==> config.mk <==
export PLATFORM = sky130hd
export DESIGN_NAME = stage_sequencer
export DESIGN_NICKNAME = d
export VERILOG_FILES = /design/src/rtl/stage_sequencer.sv
export SDC_FILE = /design/constraint.sdc
export NUM_CORES = 1
export LEC_CHECK = 0
export CAP_MARGIN = 20
export CORE_UTILIZATION = 40
export CTS_BUF_LIST = sky130_fd_sc_hd__clkbuf_4
export CTS_CLUSTER_SIZE = 40
export DETAILED_ROUTE_END_ITERATION = 6
export GPL_ROUTABILITY_DRIVEN = 0
export HOLD_SLACK_MARGIN = 0.08
export PLACE_DENSITY = 0.75
export SKIP_LAST_GASP = 1
export SYNTH_ARGS = -nofsm -noshare
export SYNTH_HDL_FRONTEND = slang
export SYNTH_SLANG_ARGS = --single-unit
==> constraint.sdc <==
create_clock -name clk -period 6 [get_ports clk]
set_input_delay 0.9 -clock clk [delete_from_list [all_inputs] [get_ports clk]]
set_output_delay 0.9 -clock clk [all_outputs]
set_load 0.1 [all_outputs]
==> src/rtl/stage_sequencer.sv <==
// -----------------------------------------------------------------------------
// StageSequencer
//
// Steps one instruction through up to NUM_STAGES stage slots. Each executed
// stage runs one or more passes of CYCLES serial ALU cycles. The sequencer can
// fetch an immediate before starting, issue a TX command per stage, and stall
// the ALU on external, RX or TX handshakes.
//
// Ports
//   clk, rst_n            : clock, asynchronous active-low reset
//   inst_valid            : instruction present (fields held until inst_done)
//   inst_done             : single-cycle completion pulse
//   stage_mask            : stages to execute
//   cmd_mask, rx_mask     : stages issuing a TX command / consuming RX data
//   repeat_stage          : stage index that runs repeat_count passes
//   repeat_count          : pass count for repeat_stage (0 removes that stage)
//   skip                  : instruction is a no-op / failed condition
//   need_imm16            : instruction needs a 16-bit immediate
//   imm16_loaded          : immediate load finished
//   load_imm16            : request to load the immediate
//   tx_command_valid      : TX command request for the current stage
//   tx_command_started    : TX side accepted the command
//   tx_data_next          : TX side can take the next serial bit
//   rx_started            : RX transfer has started
//   rx_data_valid         : RX serial bit valid this cycle
//   ext_wait              : PC/prefetch busy, stall everything
//   alu_en                : ALU serial cycle enable
//   counter               : serial cycle index inside the current pass
//   stage                 : current stage index
//   pass                  : current pass index of the current stage
//   command_active        : TX command running for the current pass
// -----------------------------------------------------------------------------
module stage_sequencer #(
    parameter int NUM_STAGES = 4,
    parameter int CYCLES     = 8,
    parameter int RC_BITS    = 4
) (
    input  logic                          clk,
    input  logic                          rst_n,
    input  logic                          inst_valid,
    output logic                          inst_done,
    input  logic [NUM_STAGES-1:0]         stage_mask,
    input  logic [NUM_STAGES-1:0]         cmd_mask,
    input  logic [NUM_STAGES-1:0]         rx_mask,
    input  logic [$clog2(NUM_STAGES)-1:0] repeat_stage,
    input  logic [RC_BITS-1:0]            repeat_count,
    input  logic                          skip,
    input  logic                          need_imm16,
    input  logic                          imm16_loaded,
    output logic                          load_imm16,
    output logic                          tx_command_valid,
    input  logic                          tx_command_started,
    input  logic                          tx_data_next,
    input  logic                          rx_started,
    input  logic                          rx_data_valid,
    input  logic                          ext_wait,
    output logic                          alu_en,
    output logic [$clog2(CYCLES)-1:0]     counter,
    output logic [$clog2(NUM_STAGES)-1:0] stage,
    output logic [RC_BITS-1:0]            pass,
    output logic                          command_active
);

    localparam int STAGE_W = $clog2(NUM_STAGES);
    localparam int CNT_W   = $clog2(CYCLES);

    typedef enum logic [1:0] {
        IDLE     = 2'd0,
        IMM_WAIT = 2'd1,
        RUN      = 2'd2
    } state_e;

    state_e               state_q, state_d;
    logic [STAGE_W-1:0]   stage_q, stage_d;
    logic [RC_BITS-1:0]   pass_q, pass_d;
    logic [CNT_W-1:0]     counter_q, counter_d;
    logic                 cmd_active_q, cmd_active_d;
    logic                 imm_avail_q, imm_avail_d;

    logic [NUM_STAGES-1:0] eff_mask;
    logic [STAGE_W-1:0]    first_stage;
    logic [STAGE_W-1:0]    next_stage;
    logic                  next_found;
    logic [RC_BITS:0]      pass_inc;
    logic                  cur_cmd;
    logic                  cur_rx;
    logic                  done_c;
    logic                  load_c;
    logic                  txv_c;
    logic                  alu_c;

    assign cur_cmd  = cmd_mask[stage_q];
    assign cur_rx   = rx_mask[stage_q];
    assign pass_inc = {1'b0, pass_q} + {{RC_BITS{1'b0}}, 1'b1};

    // A repeat stage asked to run zero passes is treated as if its mask bit
    // were clear, so it neither starts nor extends the instruction.
    always_comb begin
        eff_mask = stage_mask;
        if (repeat_count == '0) begin
            for (int i = 0; i < NUM_STAGES; i++) begin
                if (STAGE_W'(i) == repeat_stage) begin
                    eff_mask[i] = 1'b0;
                end
            end
        end
    end

    // Lowest effective stage (start point) and the lowest effective stage
    // above the current one (where a finished stage jumps to). Scanning from
    // the top down lets the last hit be the lowest index.
    always_comb begin
        first_stage = '0;
        next_stage  = '0;
        next_found  = 1'b0;
        for (int i = NUM_STAGES - 1; i >= 0; i--) begin
            if (eff_mask[i]) begin
                first_stage = STAGE_W'(i);
                if (STAGE_W'(i) > stage_q) begin
                    next_stage = STAGE_W'(i);
                    next_found = 1'b1;
                end
            end
        end
    end

    // Next-state and output decode. Pass end is the ALU cycle with the counter
    // at its top value; the command-active clear on pass end deliberately
    // overrides a simultaneous command start.
    always_comb begin
        state_d      = state_q;
        stage_d      = stage_q;
        pass_d       = pass_q;
        counter_d    = counter_q;
        cmd_active_d = cmd_active_q;
        imm_avail_d  = imm_avail_q;
        done_c       = 1'b0;
        load_c       = 1'b0;
        txv_c        = 1'b0;
        alu_c        = 1'b0;

        case (state_q)
            IDLE: begin
                if (inst_valid) begin
                    if (need_imm16 && !imm_avail_q) begin
                        load_c  = 1'b1;
                        state_d = IMM_WAIT;
                    end else if (skip || (eff_mask == '0)) begin
                        done_c      = 1'b1;
                        imm_avail_d = 1'b0;
                    end else begin
                        state_d      = RUN;
                        stage_d      = first_stage;
                        pass_d       = '0;
                        counter_d    = '0;
                        cmd_active_d = 1'b0;
                    end
                end
            end

            IMM_WAIT: begin
                load_c = 1'b1;
                if (imm16_loaded) begin
                    imm_avail_d = 1'b1;
                    state_d     = IDLE;
                end
            end

            RUN: begin
                txv_c = cur_cmd && !cmd_active_q && !ext_wait &&
                        !(cur_rx && !rx_started);
                alu_c = !ext_wait && !(cur_rx && !rx_data_valid) &&
                        !(cur_cmd && !(cmd_active_q && tx_data_next));

                if (tx_command_started) begin
                    cmd_active_d = 1'b1;
                end

                if (alu_c) begin
                    counter_d = counter_q + CNT_W'(1);
                    if (&counter_q) begin
                        cmd_active_d = 1'b0;
                        if ((stage_q == repeat_stage) &&
                            (pass_inc < {1'b0, repeat_count})) begin
                            pass_d = pass_inc[RC_BITS-1:0];
                        end else begin
                            pass_d = '0;
                            if (next_found) begin
                                stage_d = next_stage;
                            end else begin
                                done_c      = 1'b1;
                                imm_avail_d = 1'b0;
                                state_d     = IDLE;
                            end
                        end
                    end
                end
            end

            default: begin
                state_d = IDLE;
            end
        endcase
    end

    // State registers, cleared asynchronously by reset.
    always_ff @(posedge clk or negedge rst_n) begin
        if (!rst_n) begin
            state_q      <= IDLE;
            stage_q      <= '0;
            pass_q       <= '0;
            counter_q    <= '0;
            cmd_active_q <= 1'b0;
            imm_avail_q  <= 1'b0;
        end else begin
            state_q      <= state_d;
            stage_q      <= stage_d;
            pass_q       <= pass_d;
            counter_q    <= counter_d;
            cmd_active_q <= cmd_active_d;
            imm_avail_q  <= imm_avail_d;
        end
    end

    // Combinational outputs are masked by reset so an instruction held on the
    // inputs during reset cannot produce a load request or completion pulse.
    assign inst_done        = done_c & rst_n;
    assign load_imm16       = load_c & rst_n;
    assign tx_command_valid = txv_c & rst_n;
    assign alu_en           = alu_c & rst_n;
    assign counter          = counter_q;
    assign stage            = stage_q;
    assign pass             = pass_q;
    assign command_active   = cmd_active_q;

endmodule

==> results of run 1 <==
placed cells by master, fill, tap and decap left out, drive strengths merged, types with 4 or more instances in the layout:
cell / instances
ha: 6
a21oi: 7
o21ai: 8
dfrtp: 13
inv: 10
nand2: 13
nor3: 5
nor2: 8
nand3: 7
mux2i: 4
a31oi: 7
clkbuf: 4
clkdlybuf4s50: 41
sequential cells by signal, summed over array words and instances (netlist names):
register and cells:
imm_avail_q 1, state_q 2, counter 3, command_active 1, pass 4, stage 2
logic make-up (layout without fill, tap and decap cells):
| kind of cell | after synthesis | in the layout |
|---|---|---|
| buf+inv | 17 | 56 |
| flops | 13 | 13 |
| fa+ha+maj | 6 | 6 |
| simple gates | 59 | 59 |
| compound gates | 41 | 41 |
| mux | 7 | 7 |
| xor+xnor | 4 | 4 |
stage by stage:
step | instances | utilization [%] | instance area (sq um)
after floorplan | 147 | - | 1269
after global placement | 226 | 56.28 | 1704
after detailed placement | 226 | 56.28 | 1704
after CTS | 230 | 57.27 | 1734
after global routing | 230 | 57.27 | 1734
final | 230 | 57.27 | 1734
report_power, final:
group	internal [W]	switching, W
clock network	0.0000302	0.0000279
logic	0.000150	0.000287
registers	0.000116	0.0000507
total	0.000296	0.000365
worst paths after layout:
kind | startpoint | to | slack, ns | depth (start not counted)
worst max-delay path | cmd_mask[3] | alu_en | 1.65 | 6
worst min-delay path | imm_avail_q | imm_avail_q | 0.50 | 1
worst max register to register | pass[0] | stage[0] | 3.47 | 8
worst min register to register | imm_avail_q | imm_avail_q | 0.50 | 1
max in group asynchronous | rst_n | counter[2] | 4.50 | 1
min in group asynchronous | rst_n | imm_avail_q | 1.05 | 1
critical path, stage by stage:
cell             delay (ns)
clkdlybuf4s50_1        0.41
mux4_2                 0.51
nand2_2                0.10
and4_4                 0.26
and2_2                 0.15
clkdlybuf4s50_1        1.12
synthesized netlist by cell type (all sizes together) (3+ instances only):
library cell	count	share of area (%)
dfrtp	13	26
nand2	13	4.0
inv	10	3.2
nor2	8	2.4
o21ai	8	3.2
a21oi	7	2.8
a31oi	7	4.6
nand3	7	2.8
ha	6	5.9
nor3	5	2.0
buf	4	2.1
mux2i	4	3.2
a22o	3	3.0
and2	3	1.8
clkbuf	3	0.89
nand2b	3	1.5
nor2b	3	1.5
nor3b	3	2.2
xor2	3	2.1
layer usage:
| metal | routed length (microns) | vias up | GRT usage, % | part of all wire [%] |
|---|---|---|---|---|
| met3 | 116 | 6 | 1.538 | 3.9 |
| met4 | 61 | 0 | 9.524 | 2.0 |
| met1 | 1391 | 595 | 25.28 | 46 |
| met2 | 1438 | 33 | 34.98 | 48 |
| li1 | - | 628 | - | - |
| met5 | 0 | - | 0 | 0 |
final cells by class:
type | instances | area [sq um]
flip-flops and latches | 13 | 325.3
well taps | 44 | 55.05
clock buffers | 4 | 30.03
fillers | 284 | 1294
multi-input cells | 117 | 865.8
repair buffers | 42 | 417.9
inverters | 10 | 40.04
==> flow_summary.toml, run 1 <==
[sta]
fin_crit_ns = 4.349
setup-tns-final_ns = 0
slew_violations = 0
max_slew_margin_pct = 35.03
setup_ws_ns = 1.651
holdWs_ns = 0.5049
hold_violations = 0
setup_viol = 0
rsz0062_at_grt = "false"
fin_crit_sh_pct = 72.49
finalClockSkew_ns = 0.003612
worst_pin_slew_ns = 0.9716
fmax_mhz = 229.9

[synthesis]
synth_nets = 182
synthXorXnorAreaFrac_pct = 2.761
yosys.area_share.simple_pct = 27.61
synthMuxAreaShare_pct = 7.002
synth_compound_area_share_pct = 24.95
synth_adder_area_share_pct = 5.917
ys_dominant_reg_cell = "dfrtp_1"
yosys_warnings = 0
synth_seq_cells = 13
syn_area_per_cell_sq_um = 8.631
synth_cell_types = 57
synth_edf_count = 0
synthCells = 147
async_flop_share_pct = 100.0
syn_area_sq_um = 1269
synth_top_family_by_area = "simple AND/OR/NAND/NOR gates"
ys_seq_area_share_pct = 25.64

[routing]
vias = 1262
ant_nets = 0
drt_wl_total_mm = 3.009
drtIter0Drc = 52
wire_per_inst_microns = 13.08
viasPerCell = 5.487
route.detailed.drc = 0
dr.pass1.iters = 4

[final_layout]
num_antenna_cells = 0
drive_gt1_share_pct = 13.44
area_delta_synth_final_pct = 36.69
final_nets = 222

[status]
status = "finished clean"

[hold_path]
hold_class = "reg2reg"

[floorplanning]
start_util_pct = 41.90
core_sq_um = 3028
die-area_sq_um = 3401
std_cell_rows = 20
io_pins = 43
die_height_microns = 58.32
die_w_microns = 58.32

[global_route]
antenna_found_initial = 0
grt_max_degree = 18
grt.overflow.total = 0
grt_first_pass_wirelength_mm = 5.382
grt_pass1_vias = 1280
grt_usage_pct = 20.08

[critical_path]
worst-path-max-fanout = 5
crit_path_end_kind = "output pin"
crit_type = "in2out"
worstPathArrival_ns = 3.45
cp-start-kind = "input pin"
required_ns = 5.10

[power_and_ir_drop]
powerDensity_nw_per_um2 = 381.3
power.leakage_nw = 0.6911
finalPower_w = 0.0006612
vdd_drop_max_mv = 0.2183

[clock_tree]
clk_pin_slew_ns = 0.08
cts.path.max_buffers = 2
cts_buffers = 3
clock_latency_ns = 0.27
cts_tree = "done"
root_buffer = "clkbuf_4"
ctsResizeCount = 0
htreeDepth = 1
postCtsSetupBuffers = 0
clock-sinks = 13
cts_hold_buf = 0

[place]
place_ws_ns = 1.656
hpwl_mm = 2.426
io_buffer_count = 42

[job]
cap_violations = 0
No activity file was read; power rests on OpenSTA's default activity.
==> inputs of run 2 (changes only) <==
==> constraint.sdc (replaced) <==
create_clock -name clk -period 4.5 [get_ports clk]
set_input_delay 0.675 -clock clk [delete_from_list [all_inputs] [get_ports clk]]
set_output_delay 0.675 -clock clk [all_outputs]
set_load 0.1 [all_outputs]
==> run 2 against run 1 <==
Setup slack got worse by 0.89 ns; hold slack barely moved; critical path type unchanged; via count fell by 0.63%; global-route usage barely moved; sequential share of layout area fell by 0.054 points; cell count did not move; sequential power rose by 32%; critical endpoint is now inst_done; power rose by 34%; largest cell class unchanged.
==> flow_summary.toml, run 2 (synthesis gave the netlist of run 1 again) <==
[routing]
dr.pass1.iters = 4
ant_nets = 0
drt_wl_total_mm = 3.072
route.detailed.drc = 0
drtIter0Drc = 50
viasPerCell = 5.452
vias = 1254
wire_per_inst_microns = 13.36

[critical_path]
r2r_slack_ns = 1.95
crit_path_max_incr_delay_ns = 0.55
crit_path_cell_trace = "clkdlybuf4s50_1 -> inv_1 -> ha_1 -> a211oi_1 -> o21ai_0 -> nand2_1 -> o32a_1 -> nor3b_2 -> buf_12"
worst-path-buf-inv = 3
ff2ff_path_depth = 8
crit_family = "compound AO/OA/AOI/OAI gates"
crit_path_end_kind = "output pin"
required_ns = 3.83
crit_type = "in2out"
crit_slowest_cell = "clkdlybuf4s50_1"
r2r-start = "pass[0]"
worst-path-max-fanout = 6
reg2reg_to = "stage[0]"
worstPathArrival_ns = 3.06
cp-start-kind = "input pin"

[final_layout]
num_antenna_cells = 0
drive_gt1_share_pct = 15.05
fin_util_pct = 57.44
fillCellCount = 278
largest_reg_flops = 4
area_delta_synth_final_pct = 37.08
final_nets = 222
layout.cells.non_filler = 230
final_cell_mix = "clkdlybuf4s50_1, dfrtp_1, nand2_1"
stdcell_area_sq_um = 1739
final_common_cell = "clkdlybuf4s50_1"

[sta]
max_slew_margin_pct = 35.30
worst_pin_slew_ns = 0.9675
setup_viol = 0
fin_crit_ns = 3.738
slew_violations = 0
rsz0062_at_grt = "false"
fmax_mhz = 267.5
finalClockSkew_ns = 0.006901
fin_crit_sh_pct = 83.07
hold_violations = 0
setup-tns-final_ns = 0

[power_and_ir_drop]
p_int_w = 0.0003952
clkPwrFrac_pct = 8.7
switchingPower_w = 0.0004881
p_seq_share_pct = 25.1
swShare_pct = 55.26
vdd_drop_max_mv = 0.2561
p_comb_share_pct = 66.2
powerDensity_nw_per_um2 = 507.9
power.leakage_nw = 0.6998

[clock_tree]
clock_latency_ns = 0.27
postCtsSetupBuffers = 0
htreeDepth = 1
cts_hold_buf = 0
ctsResizeCount = 0
cts_buffers = 3
clk_pin_slew_ns = 0.08
cts_tree = "done"
clock-sinks = 13
root_buffer = "clkbuf_4"
cts.path.max_buffers = 2

[hold_path]
hp-start = "imm_avail_q"
whs_endpoint = "imm_avail_q"
min_path_cells = 1
hold_class = "reg2reg"

[global_route]
grt_pass1_vias = 1175
grt_usage_pct = 20.12
grt_first_pass_wirelength_mm = 5.230
antenna_found_initial = 0
grt.overflow.total = 0
grt_max_degree = 18

[floorplanning]
die_height_microns = 58.32
die-area_sq_um = 3401
io_pins = 43
die_w_microns = 58.32
std_cell_rows = 20
start_util_pct = 41.90
core_sq_um = 3028

[job]
cap_violations = 0

[place]
dpl_cell_area_sq_um = 1709
io_buffer_count = 42
hpwl_mm = 2.469
place_inst = 226

[status]
status = "finished clean"
-- run 2: cell types whose count changed in the layout (fill, tap and decap cells not counted) --
| cell | delta |
|---|---|
| buf_12 | +1 |
| buf_4 | +2 |
| clkdlybuf4s50_1 | -3 |
-- run 2: worst max path at each step --
stage / start / endpoint / cells past startpoint
after floorplan: pass[0] / inst_done / 8
after global placement: repeat_count[3] / inst_done / 8
after detailed placement: repeat_count[1] / inst_done / 9
after CTS: repeat_count[1] / inst_done / 9
after global routing: repeat_count[1] / inst_done / 9
final: repeat_count[1] / inst_done / 9
-- run 2: power by group through the flow --
| stage | Clock, W | Combinational (W) | Sequential [W] |
|---|---|---|---|
| finish | 0.0000767 | 0.000585 | 0.000221 |
| global route | 0.0000839 | 0.000628 | 0.000232 |
| CTS | 0.0000801 | 0.000589 | 0.000222 |
| detailed placement | 0 | 0.000588 | 0.000224 |
| global placement | 0 | 0.000576 | 0.000222 |
| floorplan | 0 | 0.000303 | 0.000372 |
-- run 2: worst register-to-register path: cells and delay by family (launching register included) --
| kind | cells | cell delay [ns] |
|---|---|---|
| adder cells (fa/ha/maj) | 2 | 0.55 |
| AO/OA/AOI/OAI | 3 | 0.83 |
| XOR/XNOR | 1 | 0.16 |
| AND/OR/NAND/NOR | 1 | 0.17 |
| flip-flops | 1 | 0.45 |
| multiplexers | 1 | 0.29 |
-- run 2: routing by layer --
layer | global-route usage, % | vias up | share of wire [%] | wire (microns)
met3 | 1.319 | 4 | 2.9 | 88
met1 | 26.07 | 585 | 46 | 1417
li1 | - | 632 | - | -
met5 | 0 | - | 0 | 0
met2 | 34.48 | 33 | 49 | 1506
met4 | 9.184 | 0 | 2.0 | 60
-- run 2: cell type report --
class | instances | area [sq um] | share of cell area [%]
Tap cell | 44 | 55.05 | 3.165
Inverter | 10 | 40.04 | 2.302
Sequential cell | 13 | 325.3 | 18.71
Timing Repair Buffer | 42 | 422.9 | 24.32
Multi-Input combinational cell | 117 | 865.8 | 49.78
Clock buffer | 4 | 30.03 | 1.727
-- run 2: stage by stage --
stage | hold WS [ns] | setup slack [ns] | total power, W
finish | 0.5053 | 0.7620 | 0.0008833
global route | 0.5477 | 0.6093 | 0.0009439
CTS | 0.5129 | 0.7516 | 0.0008911
detailed placement | 0.4930 | 0.7500 | 0.0008114
floorplan | 0.3794 | 0.09872 | 0.0006747
global placement | 0.4857 | 0.8530 | 0.0007980
==> inputs of run 3 (changes only) <==
--- a/config.mk
+++ b/config.mk
@@ -12,7 +12,7 @@
 export DETAILED_ROUTE_END_ITERATION = 6
 export GPL_ROUTABILITY_DRIVEN = 0
 export HOLD_SLACK_MARGIN = 0.08
-export PLACE_DENSITY = 0.75
+export PLACE_DENSITY = 0.78
 export SKIP_LAST_GASP = 1
 export SYNTH_ARGS = -nofsm -noshare
 export SYNTH_HDL_FRONTEND = slang
==> constraint.sdc (replaced) <==
create_clock -name clk -period 3.3 [get_ports clk]
set_input_delay 0.495 -clock clk [delete_from_list [all_inputs] [get_ports clk]]
set_output_delay 0.495 -clock clk [all_outputs]
set_load 0.1 [all_outputs]
==> run 3 against run 2 <==
Setup slack lost 0.62 ns; utilization grew 3.3 points; cell count grew 0.87%; critical path type unchanged; hold slack lost 0.062 ns; first-iteration DRC count shrank 24%; clock skew shrank 0.0030 ns; sequential power grew 46%; die area is the same; final area grew 5.7%.
==> flow_summary.toml, run 3 (synthesis gave the netlist of run 1 again) <==
[critical_path]
cp-start-kind = "input pin"
r2r-start = "pass[0]"
worst-path-buf-inv = 2
worstPathArrival_ns = 2.66
worst-path-max-fanout = 3
crit_type = "in2out"
crit_path_max_incr_delay_ns = 0.47
ff2ff_path_depth = 9
reg2reg_to = "pass[3]"
crit_end = "inst_done"
crit_family = "compound AO/OA/AOI/OAI gates"
path_depth = 8
crit_path_end_kind = "output pin"
crit_slowest_cell = "clkdlybuf4s50_1"
crit_start = "repeat_count[2]"
r2r_slack_ns = 1.04
required_ns = 2.80
crit_path_cell_trace = "clkdlybuf4s50_1 -> or4_4 -> o31a_1 -> o22ai_2 -> a21oi_2 -> o32a_1 -> nor3b_4 -> buf_12"

[clock_tree]
postCtsSetupBuffers = 0
ctsResizeCount = 0
cts_buffers = 3
clock_latency_ns = 0.28
cts.path.max_buffers = 2
clk_pin_slew_ns = 0.08
cts_tree = "done"
clock-sinks = 13
htreeDepth = 1
cts_hold_buf = 0
root_buffer = "clkbuf_4"

[global_route]
grt_pass1_vias = 1278
grt_usage_pct = 21.09
grt.overflow.total = 0
grt_max_degree = 13
grt_first_pass_wirelength_mm = 5.520
antenna_found_initial = 0

[floorplanning]
die_height_microns = 58.32
io_pins = 43
die_w_microns = 58.32
core_sq_um = 3028
die-area_sq_um = 3401
std_cell_rows = 20
start_util_pct = 41.90

[place]
place_inst = 228
hpwl_mm = 2.649
io_buffer_count = 42

[power_and_ir_drop]
power.leakage_nw = 0.7447
vdd_drop_max_mv = 0.4155
powerDensity_nw_per_um2 = 685.6
finalPower_w = 0.001260

[routing]
ant_nets = 0
dr.pass1.iters = 4
drt_wl_total_mm = 3.288
route.detailed.drc = 0
wire_per_inst_microns = 14.17
viasPerCell = 5.608
vias = 1301
drtIter0Drc = 38

[final_layout]
layout.cells.non_filler = 232
final_common_cell = "clkdlybuf4s50_1"
num_antenna_cells = 0
area_delta_synth_final_pct = 44.87
fin_util_pct = 60.70
largest_reg_flops = 4
final_cell_mix = "clkdlybuf4s50_1, nand2_1, inv_1"
drive_gt1_share_pct = 23.94
final_nets = 224
fillCellCount = 268

[job]
cap_violations = 0

[sta]
fin_crit_ns = 3.159
finalClockSkew_ns = 0.003884
fin_crit_sh_pct = 95.72
worst_pin_slew_ns = 0.9653
rsz0062_at_grt = "false"
fmax_mhz = 316.6
slew_violations = 0
max_slew_margin_pct = 35.45
setup_viol = 0
hold_violations = 0

[hold_path]
hold_class = "in2async"

[status]
status = "finished clean"
==> run 3: cell types whose count changed in the layout (fill, tap and decap cells not counted), moves of 2 or more <==
cell	previous run	this run
dlymetal6s2s_1	0	3
dfrtp_1	13	7
dfrtp_4	0	5
buf_4	3	7
buf_12	1	4
clkdlybuf4s50_1	38	30
o21ai_0	7	5
==> run 3: final cells by class <==
type / count / area [sq um] / area share [%]
Timing Repair Buffer: 44 / 470.5 / 25.60
Clock buffer: 4 / 30.03 / 1.634
Sequential cell: 13 / 345.3 / 18.79
Multi-Input combinational cell: 117 / 897.1 / 48.81
Tap cell: 44 / 55.05 / 2.995
Inverter: 10 / 40.04 / 2.178
==> run 3: where the power goes <==
part           total [W]  switching [W]  internal (W)
sequential      0.000322      0.0000987      0.000224
clock           0.000107      0.0000520     0.0000551
combinational   0.000831       0.000537      0.000294
total            0.00126       0.000687      0.000573
==> run 3: worst reg2reg max path, delay by kind of cell, from the launching register on <==
family	cells	cell delay, ns
simple gates	1	0.28
fa+ha+maj	2	0.40
compound gates	4	0.67
flops	1	0.53
xor+xnor	1	0.14
buf+inv	1	0.16
==> run 3: routing by layer <==
layer / wire length (microns) / global-route usage, %
met1: 1362 / 24.65
met2: 1723 / 39.41
met3: 149 / 1.538
met4: 53 / 9.184
met5: 0 / 0
==> run 3: worst min path at each step <==
stage,startpoint,to,slack [ns],cells past startpoint
2_1_floorplan,rst_n,command_active,0.20,0
3_3_place_gp,imm_avail_q,imm_avail_q,0.48,1
3_5_place_dp,imm_avail_q,imm_avail_q,0.49,1
4_1_cts,rst_n,stage[1],0.45,1
5_1_grt,rst_n,imm_avail_q,0.46,1
6_report,rst_n,stage[0],0.44,1
==> run 3: metrics by stage <==
step | hold WS (ns) | setup WS, ns | setup TNS, ns | area [sq um]
final | 0.4434 | 0.1411 | 0 | 1838
after global routing | 0.4625 | 0.02504 | 0 | 1838
after CTS | 0.4471 | 0.0008622 | 0 | 1827
after detailed placement | 0.4942 | 0.009146 | 0 | 1797
after global placement | 0.4784 | 0.04526 | 0 | 1797
after floorplan | 0.1994 | -0.04127 | -0.04127 | 1316
